**config.mk**
```make
export PLATFORM = sky130hd
export DESIGN_NAME = display_scan_ctrl_flat
export DESIGN_NICKNAME = d
export VERILOG_FILES = /design/src/rtl/display_scan_ctrl_if.sv /design/src/rtl/display_scan_ctrl.sv /design/src/flat_wrapper.sv
export SDC_FILE = /design/constraint.sdc
export NUM_CORES = 1
export LEC_CHECK = 0
export ABC_CLOCK_PERIOD_IN_PS = 1700
export CORE_MARGIN = 5
export CORE_UTILIZATION = 35
export CTS_CLUSTER_DIAMETER = 80
export CTS_CLUSTER_SIZE = 24
export DETAILED_ROUTE_END_ITERATION = 10
export SETUP_SLACK_MARGIN = 0.1
export SLEW_MARGIN = 20
export SYNTH_ARGS = -nofsm -noshare
export SYNTH_HDL_FRONTEND = slang
export SYNTH_SLANG_ARGS = --single-unit
```
**constraint.sdc**
```tcl
create_clock -name clk -period 1.7 [get_ports clk]
set_input_delay 0.34 -clock clk [delete_from_list [all_inputs] [get_ports clk]]
set_output_delay 0.34 -clock clk [all_outputs]
set_load 0.02 [all_outputs]
```
**src/rtl/display_scan_ctrl_if.sv**
```systemverilog
// Control/data bundle between the display scan controller and its environment:
// scan controls and mux nibble in, hex-mux select and display drives out.
interface display_scan_ctrl_if;
  logic       enable;
  logic [3:0] hex_val;
  logic       lz_en;
  logic [3:0] blink_mask;
  logic       blink_tick;
  logic [3:0] dp_mask;
  logic [2:0] digit_sel;
  logic [3:0] anode_n;
  logic       dp_n;
  logic       frame_done;

  modport master (
    output enable, hex_val, lz_en, blink_mask, blink_tick, dp_mask,
    input  digit_sel, anode_n, dp_n, frame_done
  );

  modport slave (
    input  enable, hex_val, lz_en, blink_mask, blink_tick, dp_mask,
    output digit_sel, anode_n, dp_n, frame_done
  );
endinterface

```
**src/rtl/display_scan_ctrl.sv**
```systemverilog
// Four-digit seven-segment scan controller: MSB-first digit multiplexing with a
// blanking guard per slot, leading-zero suppression and per-digit blinking.
module display_scan_ctrl #(
  parameter int REFRESH_DIV  = 100000,
  parameter int BLANK_CYCLES = 1000
) (
  input  logic                 clk,
  input  logic                 reset_n,
  display_scan_ctrl_if.slave   bus
);

  localparam int CW = (REFRESH_DIV > 1) ? $clog2(REFRESH_DIV) : 1;
  localparam logic [CW-1:0] BLANK_LAST = CW'(BLANK_CYCLES - 1);
  localparam logic [CW-1:0] ON_FIRST   = CW'(BLANK_CYCLES);
  localparam logic [CW-1:0] SLOT_LAST  = CW'(REFRESH_DIV - 1);

  typedef enum logic [1:0] {
    ST_IDLE  = 2'd0,
    ST_BLANK = 2'd1,
    ST_ON    = 2'd2
  } state_e;

  state_e        state_q, state_d;
  logic [CW-1:0] cnt_q, cnt_d;
  logic [1:0]    sel_q, sel_d;
  logic [3:0]    anode_q, anode_d;
  logic          dp_q, dp_d;
  logic          fd_q, fd_d;
  logic          phase_q, phase_d;
  logic          nz_q, nz_d;

  logic          nz_eff_s;
  logic          sup_lz_s;
  logic          sup_blink_s;
  logic          show_s;

  // Display decision for the digit currently selected; digit 3 starts a fresh frame.
  always_comb begin
    nz_eff_s    = (sel_q == 2'd3) ? 1'b0 : nz_q;
    sup_lz_s    = bus.lz_en && (bus.hex_val == 4'h0) && !nz_eff_s && (sel_q != 2'd0);
    sup_blink_s = phase_q && bus.blink_mask[sel_q];
    show_s      = !sup_lz_s && !sup_blink_s;
  end

  // Next-state logic for the scan sequencer and its registered outputs.
  always_comb begin
    state_d = state_q;
    cnt_d   = cnt_q;
    sel_d   = sel_q;
    anode_d = anode_q;
    dp_d    = dp_q;
    fd_d    = 1'b0;
    nz_d    = nz_q;
    phase_d = phase_q ^ bus.blink_tick;

    if (!bus.enable) begin
      state_d = ST_IDLE;
      cnt_d   = '0;
      sel_d   = 2'd3;
      anode_d = 4'hF;
      dp_d    = 1'b1;
      nz_d    = 1'b0;
    end else begin
      case (state_q)
        ST_IDLE: begin
          state_d = ST_BLANK;
          cnt_d   = '0;
        end
        ST_BLANK: begin
          if (cnt_q == BLANK_LAST) begin
            state_d = ST_ON;
            cnt_d   = ON_FIRST;
            // Blanked digits still feed nonzero_seen so blink never alters lower digits.
            nz_d    = nz_eff_s || (bus.hex_val != 4'h0);
            if (show_s) begin
              anode_d = ~(4'b0001 << sel_q);
              dp_d    = ~bus.dp_mask[sel_q];
            end else begin
              anode_d = 4'hF;
              dp_d    = 1'b1;
            end
          end else begin
            cnt_d = cnt_q + CW'(1);
          end
        end
        ST_ON: begin
          if (cnt_q == SLOT_LAST) begin
            state_d = ST_BLANK;
            cnt_d   = '0;
            sel_d   = sel_q - 2'd1;
            anode_d = 4'hF;
            dp_d    = 1'b1;
            fd_d    = (sel_q == 2'd0);
          end else begin
            cnt_d = cnt_q + CW'(1);
          end
        end
        default: begin
          state_d = ST_IDLE;
          cnt_d   = '0;
          sel_d   = 2'd3;
          anode_d = 4'hF;
          dp_d    = 1'b1;
          nz_d    = 1'b0;
        end
      endcase
    end
  end

  // State and output registers.
  always_ff @(posedge clk or negedge reset_n) begin
    if (!reset_n) begin
      state_q <= ST_IDLE;
      cnt_q   <= '0;
      sel_q   <= 2'd3;
      anode_q <= 4'hF;
      dp_q    <= 1'b1;
      fd_q    <= 1'b0;
      phase_q <= 1'b0;
      nz_q    <= 1'b0;
    end else begin
      state_q <= state_d;
      cnt_q   <= cnt_d;
      sel_q   <= sel_d;
      anode_q <= anode_d;
      dp_q    <= dp_d;
      fd_q    <= fd_d;
      phase_q <= phase_d;
      nz_q    <= nz_d;
    end
  end

  assign bus.digit_sel  = {1'b0, sel_q};
  assign bus.anode_n    = anode_q;
  assign bus.dp_n       = dp_q;
  assign bus.frame_done = fd_q;

endmodule

```
**src/flat_wrapper.sv**
```systemverilog
// flat-port wrapper written by rule: the top's interface ports become plain ports
module display_scan_ctrl_flat 
#(
  parameter int REFRESH_DIV  = 100000,
  parameter int BLANK_CYCLES = 1000
)
  (clk, reset_n, bus_enable, bus_hex_val, bus_lz_en, bus_blink_mask, bus_blink_tick, bus_dp_mask, bus_digit_sel, bus_anode_n, bus_dp_n, bus_frame_done);
  display_scan_ctrl_if bus_i ();
  input  logic clk;
  input  logic reset_n;
  input wire logic [$bits(bus_i.enable)-1:0] bus_enable;
  input wire logic [$bits(bus_i.hex_val)-1:0] bus_hex_val;
  input wire logic [$bits(bus_i.lz_en)-1:0] bus_lz_en;
  input wire logic [$bits(bus_i.blink_mask)-1:0] bus_blink_mask;
  input wire logic [$bits(bus_i.blink_tick)-1:0] bus_blink_tick;
  input wire logic [$bits(bus_i.dp_mask)-1:0] bus_dp_mask;
  output wire logic [$bits(bus_i.digit_sel)-1:0] bus_digit_sel;
  output wire logic [$bits(bus_i.anode_n)-1:0] bus_anode_n;
  output wire logic [$bits(bus_i.dp_n)-1:0] bus_dp_n;
  output wire logic [$bits(bus_i.frame_done)-1:0] bus_frame_done;
  assign bus_i.enable = bus_enable;
  assign bus_i.hex_val = bus_hex_val;
  assign bus_i.lz_en = bus_lz_en;
  assign bus_i.blink_mask = bus_blink_mask;
  assign bus_i.blink_tick = bus_blink_tick;
  assign bus_i.dp_mask = bus_dp_mask;
  assign bus_digit_sel = bus_i.digit_sel;
  assign bus_anode_n = bus_i.anode_n;
  assign bus_dp_n = bus_i.dp_n;
  assign bus_frame_done = bus_i.frame_done;
  display_scan_ctrl #(.REFRESH_DIV(REFRESH_DIV), .BLANK_CYCLES(BLANK_CYCLES)) u_core (.clk(clk), .reset_n(reset_n), .bus(bus_i));
endmodule
```
Word level (Yosys, flattened, before mapping):

Index checks and enable logic that the tools add are counted.

* flip-flop bits (word level): 29
* input bits: 17
* output and inout bits: 9
* word-level logic and storage cells: 77

* add/sub/neg operators: 2
* order comparisons: 1
* eq/ne operators: 10
* shift operators: 1
* mux-type cells: 32
* bitwise logic cells: 3
* reduce and logical (&&, ||, !) cells: 20

Operators with widths (count)
* 17-bit two-way mux: 3
* 17-bit case mux with 2 select lines: 1
* 17-bit by 1-bit adder with 17-bit output, second input constant: 1
* 17-bit by 10-bit == test with 1-bit output, second input constant: 1
* 17-bit == test, second input constant: 1
* 4-bit two-way mux: 4
* 1-bit two-way mux: 12
* 4-bit case mux with 3 select lines: 1
* 2-bit two-way mux: 5
* 2-bit inequality test, second input constant: 3
* 3-bit by 2-bit inequality test with 1-bit output, second input constant: 2
* 2-bit case mux with 3 select lines: 1
* 2-bit AND reduction: 3
* 1-bit logical AND: 5
* 1-bit binary-select mux with 2-bit select: 2
* 2-bit == test, second input constant: 2
* 2-bit logical NOT: 2
* 4-bit logical NOT: 1
* 4-bit NOT: 1
* 2-bit case mux with 2 select lines: 1
* 4-bit nonzero test: 1
* 2-bit OR reduction: 2
* 1-bit by 2-bit << shifter with 4-bit output, first input constant: 1
* 1-bit logical NOT: 3
* other kinds (10): 10

Longest topological paths before layout:

Gate-level depths: netlist of the first run.

* word-level depth: 11
* depth in mapped cells: 7
* mapped depth without buffers: 6

Worst setup path before layout of the first run:

Ideal clock, no wire load.

* kind: register -> register
* start point: reg u_core.sel_q[0]
* end point: reg u_core.anode_q[1] (netlist: u_core.bus.anode_n[1])
* setup time: 0.101 ns
* arrival: 1.774 ns
* data required time: 1.599 ns
* slack: -0.175 ns
* stages on the path, launching flop included: 5
* buffers on the path: 0
* period minus slack after synthesis: 1.875 ns
* cells stage by stage: dfstp_2 mux4_2 and2_1 a2111oi_4 a22oi_1

* cells in the longest elaborated chain, start to end: 11
* elaborated cells between the ends (all ways): 18
* classes of those cells: 1 x eq/ne; 1 x shift; 7 x mux; 1 x bitwise; 8 x reduce/logical

RTL lines
* start, declared: line display_scan_ctrl.sv:25 `logic [1:0] sel_q, sel_d;`
* start signal, assigned: line display_scan_ctrl.sv:124 `sel_q <= sel_d;`
* 2-bit == test: line display_scan_ctrl.sv:39 `nz_eff_s = (sel_q == 2'd3) ? 1'b0 : nz_q;`
* 1-bit two-way mux: line display_scan_ctrl.sv:39
* 1-bit logical NOT: line display_scan_ctrl.sv:40 `sup_lz_s = bus.lz_en && (bus.hex_val == 4'h0) && !nz_eff_s && (sel_q != 2'd0);`
* 1-bit logical AND (2 in a row): line display_scan_ctrl.sv:40
* 1-bit logical NOT: line display_scan_ctrl.sv:42 `show_s = !sup_lz_s && !sup_blink_s;`
* 1-bit logical AND: line display_scan_ctrl.sv:42
* 4-bit two-way mux (*): line display_scan_ctrl.sv:75 `if (show_s) begin`
* 4-bit two-way mux (*): line display_scan_ctrl.sv:70 `if (cnt_q == BLANK_LAST) begin`
* 4-bit case mux with 3 select lines (*): line display_scan_ctrl.sv:64 `case (state_q)`
* 4-bit two-way mux (*): line display_scan_ctrl.sv:56 `if (!bus.enable) begin`
* end signal, assigned: line display_scan_ctrl.sv:125 `anode_q <= anode_d;`
* end, declared: line display_scan_ctrl.sv:26 `logic [3:0] anode_q, anode_d;`

Mark *: on every way between the ends. The rest lies on a longest branch, timed or not. The select of a mux whose other input is x is not followed.
A chain may end at the register's enable or synchronous reset.

Worst setup path in the final report of the first run:

* start point: reg u_core.sel_q[0]
* end point: reg u_core.anode_q[3] (netlist: u_core.bus.anode_n[3])

Same word-level chain as after synthesis.

==> Flow_metrics.wiki, run 1 <==
{| class="wikitable"
! Metric !! Value
|-
| Count of nets after finishing || 257
|-
| Average instance area after synthesis || 10.3 um^2
|-
| Clock Skews || a little under 0.009 ns
|-
| Clk sinks || 29
|-
| Run status || finished, violations left
|-
| Hold Violations, Final || 0
|-
| Post-route minimum period || roughly 1.8 ns
|-
| Via count of the first global-routing pass || between 1000 and 1500
|-
| Startpoint kind of the worst setup timing path || flip-flop
|-
| Synth unique cells || between 40 and 50
|-
| Hold buffers post-CTS || 0
|-
| Overall die area || 0.00663 mm^2
|-
| Most used flip-flop cell after synthesis || dfrtp_1
|-
| Diodes inserted || 0
|-
| Height of the die || between 80 and 90 um
|-
| DR iter-0 viols || 31
|-
| Post-route worst setup slack || -0.0567 ns
|-
| Max rail drop VDD || approximately 0.56 mV
|-
| Vias per cell || approximately 5.0
|-
| Max_cap viols || 0
|-
| Cell breakdown of the critical path || mux4_2 -> and2_4 -> a2111oi_4 -> a22oi_1
|-
| Clock buffer depth || 2
|-
| Die X-Extent || just over 80 um
|-
| Grt total ovfl || 0
|-
| Fmax || 569 MHz
|-
| Global-route wire length before repair || around 7.1 mm
|-
| Num CTS Buffers || 5
|-
| Number of enable flip-flop cells after synthesis || 0
|-
| Synthesized netlist net count || 199
|-
| Initial cell density of the core || 35.4%
|-
| Post-route insts no fill || roughly 300
|-
| Worst path required time || between 1.5 and 2 ns
|-
| Syn-to-layout area delta || 39.4%
|-
| Number of vias after detailed routing || roughly 1500
|-
| Most used cells in the layout excluding fill and tap cells || 31 x buf_4, 22 x dfrtp_1, 17 x clkdlybuf4s50_1
|-
| Synth area leaders || dfrtp_1 31%, dfstp_2 10%, ha_1 6.3%
|-
| Clock-pin slew of the registers on the worst-case setup and hold paths || 0.07 ns
|-
| CTS root buffer || clkbuf_8
|-
| GRT Resource Usage Total || between 10% and 20%
|-
| Count of filler cells inserted in the layout || 473
|-
| Share of post-route cells with drive strength above 1 || about 28%
|-
| Number of placed instances, taps included || 292
|-
| Max stage delay on crit path || around 0.57 ns
|-
| Half-perimeter wire length after placement || ~3 mm
|-
| Area of the multi-input gates || approximately 0.0011 mm^2
|-
| Clock tree from TritonCTS || done
|-
| Cell row count || 26
|-
| Number of standard cells after synthesis || between 150 and 200
|-
| Clk Latency, worst-skew pair || around 0.28 ns
|-
| Core occupancy in the finished layout || 49.4%
|-
| Area occupied by registers || 734 um^2
|-
| Yosys warning total || 0
|-
| Remaining antenna violation count after routing || 0
|-
| Sort of element at the end of the critical path || flip-flop
|-
| Class of the most critical hold timing path || in -> async
|-
| Final design instance area without fill || 0.00249 mm^2
|-
| Pin count of the biggest net entering global routing || 30
|-
| Final RePlAce weighted congestion || around 0.8
|-
| Master of the slowest instance on the critical path || dfstp_2
|-
| WL per Instance || roughly 14 um
|-
| Most frequent standard cell in the layout excluding fill and tap cells || buf_4
|-
| Share of the synthesized area in the top cell type || between 30% and 40%
|-
| I/O pin total || 26
|-
| Register area share after synthesis || between 40% and 50%
|-
| First-pass detailed-route iteration total || 6
|-
| Leakage power || 1.03 nW
|-
| Largest delay share family, worst path || flip-flops
|-
| Setup violators final || 16
|-
| Crit-path max FO || 5
|-
| Cell area after synthesis || 0.00179 mm^2
|-
| Cell type contributing the most total cell area after synthesis || dfrtp_1
|-
| H-tree Lvls || 2
|-
| Count of unresolved DRC violations after routing || 0
|-
| Worst setup timing slack at the placement stage || -0.353 ns
|-
| Core box area || just over 0.005 mm^2
|-
| Async set-reset flop share out of synthesis || between 90% and 100%
|-
| Power density over the cells || between 800 and 900 mW/mm^2
|-
| Post-route clock period utilization || 103%
|-
| Placed cell area || 0.00234 mm^2
|-
| Initial antenna violation count || 0
|-
| Failing checks || negative setup slack
|-
| Setup repair after global routing missed its margin || true
|-
| Number of buffers inserted by port buffering || 24
|-
| Routed WL || 4.08 mm
|-
| Yosys reg bits || 29
|-
| Fin. max-slew vios || 0
|-
| Arrival time at the worst endpoint || between 1.5 and 2 ns
|-
| Bufs and invs on worst path || 0
|-
| Summed negative setup slack over all endpoints || -0.483 ns
|-
| Class of the most critical setup path || reg -> reg
|}
## cells in the mapped netlist (2+ instances only)
| master | count |
|---|---|
| nand3_1 | 8 |
| xor2_1 | 6 |
| and4_1 | 4 |
| buf_4 | 2 |
| clkbuf_1 | 2 |
| mux4_2 | 2 |
| ha_1 | 9 |
| nor3b_1 | 5 |
| and4bb_2 | 2 |
| nand4_1 | 6 |
| nand2_1 | 11 |
| nor3_1 | 3 |
| and3_1 | 5 |
| xnor2_1 | 9 |
| nor4b_2 | 2 |
| o21ai_0 | 4 |
| dfstp_2 | 7 |
| a21oi_1 | 2 |
| mux2i_1 | 3 |
| inv_1 | 13 |
| nor4_1 | 3 |
| o211ai_1 | 2 |
| nor2_1 | 14 |
| dfrtp_1 | 22 |
| a22oi_1 | 5 |
| and2_1 | 3 |
## cell families (layout without fill, tap and decap cells)
logic type / after synthesis / count (layout) / synth area share [%]
simple gates: 74 / 74 / 26.0
flops: 29 / 29 / 41.1
compound gates: 22 / 22 / 10.6
buf+inv: 18 / 77 / 4.27
xor+xnor: 15 / 15 / 7.35
fa+ha+maj: 9 / 9 / 6.30
mux: 5 / 5 / 4.20
other cells: 1 / 1 / 0.210
## per-stage QoR
step / total power [mW] / hold slack [ns]
2_1_floorplan: 1.21 / 0.0444
3_3_place_gp: 1.47 / 0.469
3_5_place_dp: 1.47 / 0.462
4_1_cts: 2.08 / 0.455
5_1_grt: 2.23 / 0.499
6_report: 2.07 / 0.441
## timing repair
action | 4_1_cts | 5_1_grt
setup endpoints to repair | 33 | 28
buffers inserted | 0 | 2
endpoints found under the hold margin | 0 | 0
resized for setup | 14 | 10
pin swaps | 2 | 9
## final timing paths
check	startpoint	end	slack (ns)	depth (start not counted)
worst max-delay path	u_core.sel_q[0]	u_core.bus.anode_n[3]	-0.06	4
min in group clk	u_core.bus.anode_n[0]	u_core.bus.anode_n[0]	0.47	2
worst min register to register	u_core.bus.anode_n[0]	u_core.bus.anode_n[0]	0.47	2
worst max register to register	u_core.sel_q[0]	u_core.bus.anode_n[3]	-0.06	4
max in group asynchronous	reset_n	u_core.bus.anode_n[3]	0.94	2
worst min-delay path	reset_n	u_core.cnt_q[15]	0.44	2
## worst register-to-register path, cell delays in order (launching register included)
cell and delay [ns]:
dfstp_2 0.57, mux4_2 0.51, and2_4 0.17, a2111oi_4 0.28, a22oi_1 0.13
## cell type report
| cell class | instances | share of cell area [%] |
|---|---|---|
| Timing Repair Buffer | 56 | 18.9 |
| Multi-Input combinational cell | 126 | 42.5 |
| Sequential cell | 29 | 29.5 |
| Tap cell | 70 | 3.52 |
| Inverter | 13 | 1.96 |
| Clock buffer | 8 | 3.62 |
## report_power, final
| group | internal [mW] | total [mW] | leakage (nW) | switching, mW |
|---|---|---|---|---|
| logic | 0.325 | 0.691 | 0.609 | 0.366 |
| registers | 0.754 | 0.795 | 0.377 | 0.0415 |
| clock network | 0.330 | 0.586 | 0.0455 | 0.256 |
## per-layer routing
metal  vias up  global-route usage (%)  share of wire, %
li1        747                       -                 -
met1       726                    18.5                48
met2        18                    21.7                48
met3         4                    3.51               2.8
met4         0                    5.41               1.3
met5         -                       0                 0
## sequential cells by signal, indices dropped and copies added, names as in the netlist
signal and cells:
u_core.bus.anode_n 4, u_core.bus.dp_n 1, u_core.bus.frame_done 1, u_core.cnt_q 17
u_core.nz_q 1, u_core.phase_q 1, u_core.sel_q 2, u_core.state_q 2
Power figures use the tool's default switching activity.
==> run 2, diff against run 1 <==
--- a/config.mk
+++ b/config.mk
@@ -9,8 +9,8 @@
 export CORE_MARGIN = 5
 export CORE_UTILIZATION = 35
 export CTS_CLUSTER_DIAMETER = 80
-export CTS_CLUSTER_SIZE = 24
 export DETAILED_ROUTE_END_ITERATION = 10
+export PLACE_DENSITY = 0.61
 export SETUP_SLACK_MARGIN = 0.1
 export SLEW_MARGIN = 20
 export SYNTH_ARGS = -nofsm -noshare
==> run 2 against run 1 <==
Against the previous run:
- the flow still finishes with violations (negative setup slack)
- routed wire length is 1.3% lower
- die area stayed put
- worst setup slack worse by 0.029 ns
- clock skew is 0.0026 ns lower
- critical endpoint unchanged
- highest routed layer unchanged
==> Flow_metrics.wiki, run 2 (synthesized netlist as in run 1, its figures left out) <==
{| class="wikitable"
! Metric !! Value
|-
| Class of the most critical setup path || reg -> reg
|-
| Post-route worst setup slack || -0.0857 ns
|-
| Hold Violations, Final || 0
|-
| Class of the most critical hold timing path || in -> async
|-
| Setup violators final || 4
|-
| H-tree Lvls || 2
|-
| Number of vias after detailed routing || 1497
|-
| Setup repair after global routing missed its margin || true
|-
| Post-route clock period utilization || 105%
|-
| Run status || finished, violations left
|-
| Max rail drop VDD || 0.562 mV
|-
| Vias per cell || about 5
|-
| Post-route minimum period || around 1.8 ns
|-
| Global-route wire length before repair || 7.04 mm
|-
| Overall die area || about 0.0066 mm^2
|-
| Count of nets after finishing || 260
|-
| Via count of the first global-routing pass || around 1500
|-
| Count of unresolved DRC violations after routing || 0
|-
| Pin count of the biggest net entering global routing || 30
|-
| Count of filler cells inserted in the layout || approximately 480
|-
| Syn-to-layout area delta || 40.5%
|-
| Fin. max-slew vios || 0
|-
| Startpoint kind of the worst setup timing path || flip-flop
|-
| Remaining antenna violation count after routing || 0
|-
| Half-perimeter wire length after placement || around 3.0 mm
|-
| Share of post-route cells with drive strength above 1 || between 20 and 30%
|-
| Routed WL || between 4 and 5 mm
|-
| Worst reg2reg path depth || 4
|-
| First-pass detailed-route iteration total || 5
|-
| Fmax || 560 MHz
|-
| Area occupied by registers || between 700 and 800 um^2
|-
| Core box area || about 0.0050 mm^2
|-
| Worst path required time || approximately 1.9 ns
|-
| Critical Path Start || u_core.sel_q[0]
|-
| WL per Instance || between 10 and 15 um
|-
| GRT Resource Usage Total || 13.9%
|-
| Max_cap viols || 0
|-
| Cell row count || 26
|-
| Leakage power || roughly 1.1 nW
|-
| Crit-path max FO || 5
|-
| Number of buffers inserted by port buffering || 24
|-
| Arrival time at the worst endpoint || slightly below 2 ns
|-
| Summed negative setup slack over all endpoints || -0.254 ns
|-
| Post-route insts no fill || about 310
|-
| Final design instance area without fill || approximately 0.0025 mm^2
|-
| Number of placed instances, taps included || 291
|-
| Clock-pin slew of the registers on the worst-case setup and hold paths || 0.06 ns
|-
| Num CTS Buffers || 5
|-
| I/O pin total || 26
|-
| Area of the multi-input gates || approximately 0.0011 mm^2
|-
| Clk Latency, worst-skew pair || approximately 0.28 ns
|-
| Height of the die || just over 80 um
|-
| Most frequent standard cell in the layout excluding fill and tap cells || buf_4
|-
| Clock tree from TritonCTS || done
|-
| Clk sinks || 29
|-
| Power density over the cells || ~810 mW/mm^2
|-
| Placed cell area || 0.00233 mm^2
|-
| Clock Skews || approximately 0.006 ns
|-
| Clock buffer depth || 2
|-
| Hold buffers post-CTS || 0
|-
| Final RePlAce weighted congestion || ~0.78
|-
| CTS root buffer || clkbuf_8
|-
| Grt total ovfl || 0
|-
| Sort of element at the end of the critical path || flip-flop
|-
| Diodes inserted || 0
|-
| Initial cell density of the core || about 35%
|-
| Failing checks || negative setup slack
|-
| Die X-Extent || 81.5 um
|-
| Most used cells in the layout excluding fill and tap cells || 34 x buf_4, 22 x dfrtp_1, 17 x clkdlybuf4s50_1
|-
| DR iter-0 viols || 60
|-
| Initial antenna violation count || 0
|-
| Register with the highest flop count || u_core.cnt_q
|-
| Worst reg2reg path startpoint || u_core.sel_q[0]
|-
| Flip-flop count of the largest register after layout || 17
|}
==> run 2: routing by layer <==
metal  wire length, um  GRT usage [%]
met5                 0              0
met4                84           6.76
met3                87           2.74
met2              2010           22.1
met1              1850           17.9
==> run 2: critical path, stage by stage, from the launching register on <==
cell       delay, ns
dfstp_2         0.57
mux4_2          0.49
and2_4          0.16
a2111oi_4       0.31
a22oi_1         0.15
==> run 2: final cells by class <==
class,instances,share of cell area [%]
Multi-Input combinational cell,126,42.0
Sequential cell,29,29.3
Timing Repair Buffer,59,20.0
Tap cell,70,3.49
Clock buffer,6,2.89
Inverter,13,1.94
Clock inverter,2,0.399
==> run 2: final timing paths <==
kind,slack [ns],end
min in group clk,0.47,u_core.bus.anode_n[0]
setup reg to reg,-0.09,u_core.bus.anode_n[3]
max in group asynchronous,0.94,u_core.bus.anode_n[1]
hold reg to reg,0.47,u_core.bus.anode_n[0]
hold / removal,0.44,u_core.cnt_q[15]
setup / recovery,-0.09,u_core.bus.anode_n[3]
==> run 2: where the power goes <==
part	total [mW]	switching [mW]	internal, mW	leakage (nW)
sequential	0.794	0.0401	0.754	0.377
clock	0.531	0.249	0.283	0.0450
combinational	0.704	0.366	0.338	0.648
total	2.03	0.655	1.37	1.07
==> run 2: per-stage QoR <==
stage	setup WS [ns]	util, %	power, mW	hold WS (ns)
floorplan	-0.0573	-	1.21	0.0444
global placement	-0.314	46.3	1.47	0.468
detailed placement	-0.340	46.3	1.48	0.458
CTS	-0.0846	49.3	2.06	0.448
global route	-0.191	49.8	2.18	0.476
finish	-0.0857	49.8	2.03	0.442
==> run 2: repair_timing <==
action | CTS | global route
endpoints found under the setup margin | 27 | 27
gates resized for setup | 18 | 6
pin swaps | 1 | 3
buffers inserted | 5 | 1
hold endpoints to repair | 0 | 0
==> run 3, diff against run 2 <==
--- a/config.mk
+++ b/config.mk
@@ -5,7 +5,6 @@
 export SDC_FILE = /design/constraint.sdc
 export NUM_CORES = 1
 export LEC_CHECK = 0
-export ABC_CLOCK_PERIOD_IN_PS = 1700
 export CORE_MARGIN = 5
 export CORE_UTILIZATION = 35
 export CTS_CLUSTER_DIAMETER = 80
==> results of run 3 <==
No change in the layout: final DEF, timing and power equal those of run 2.
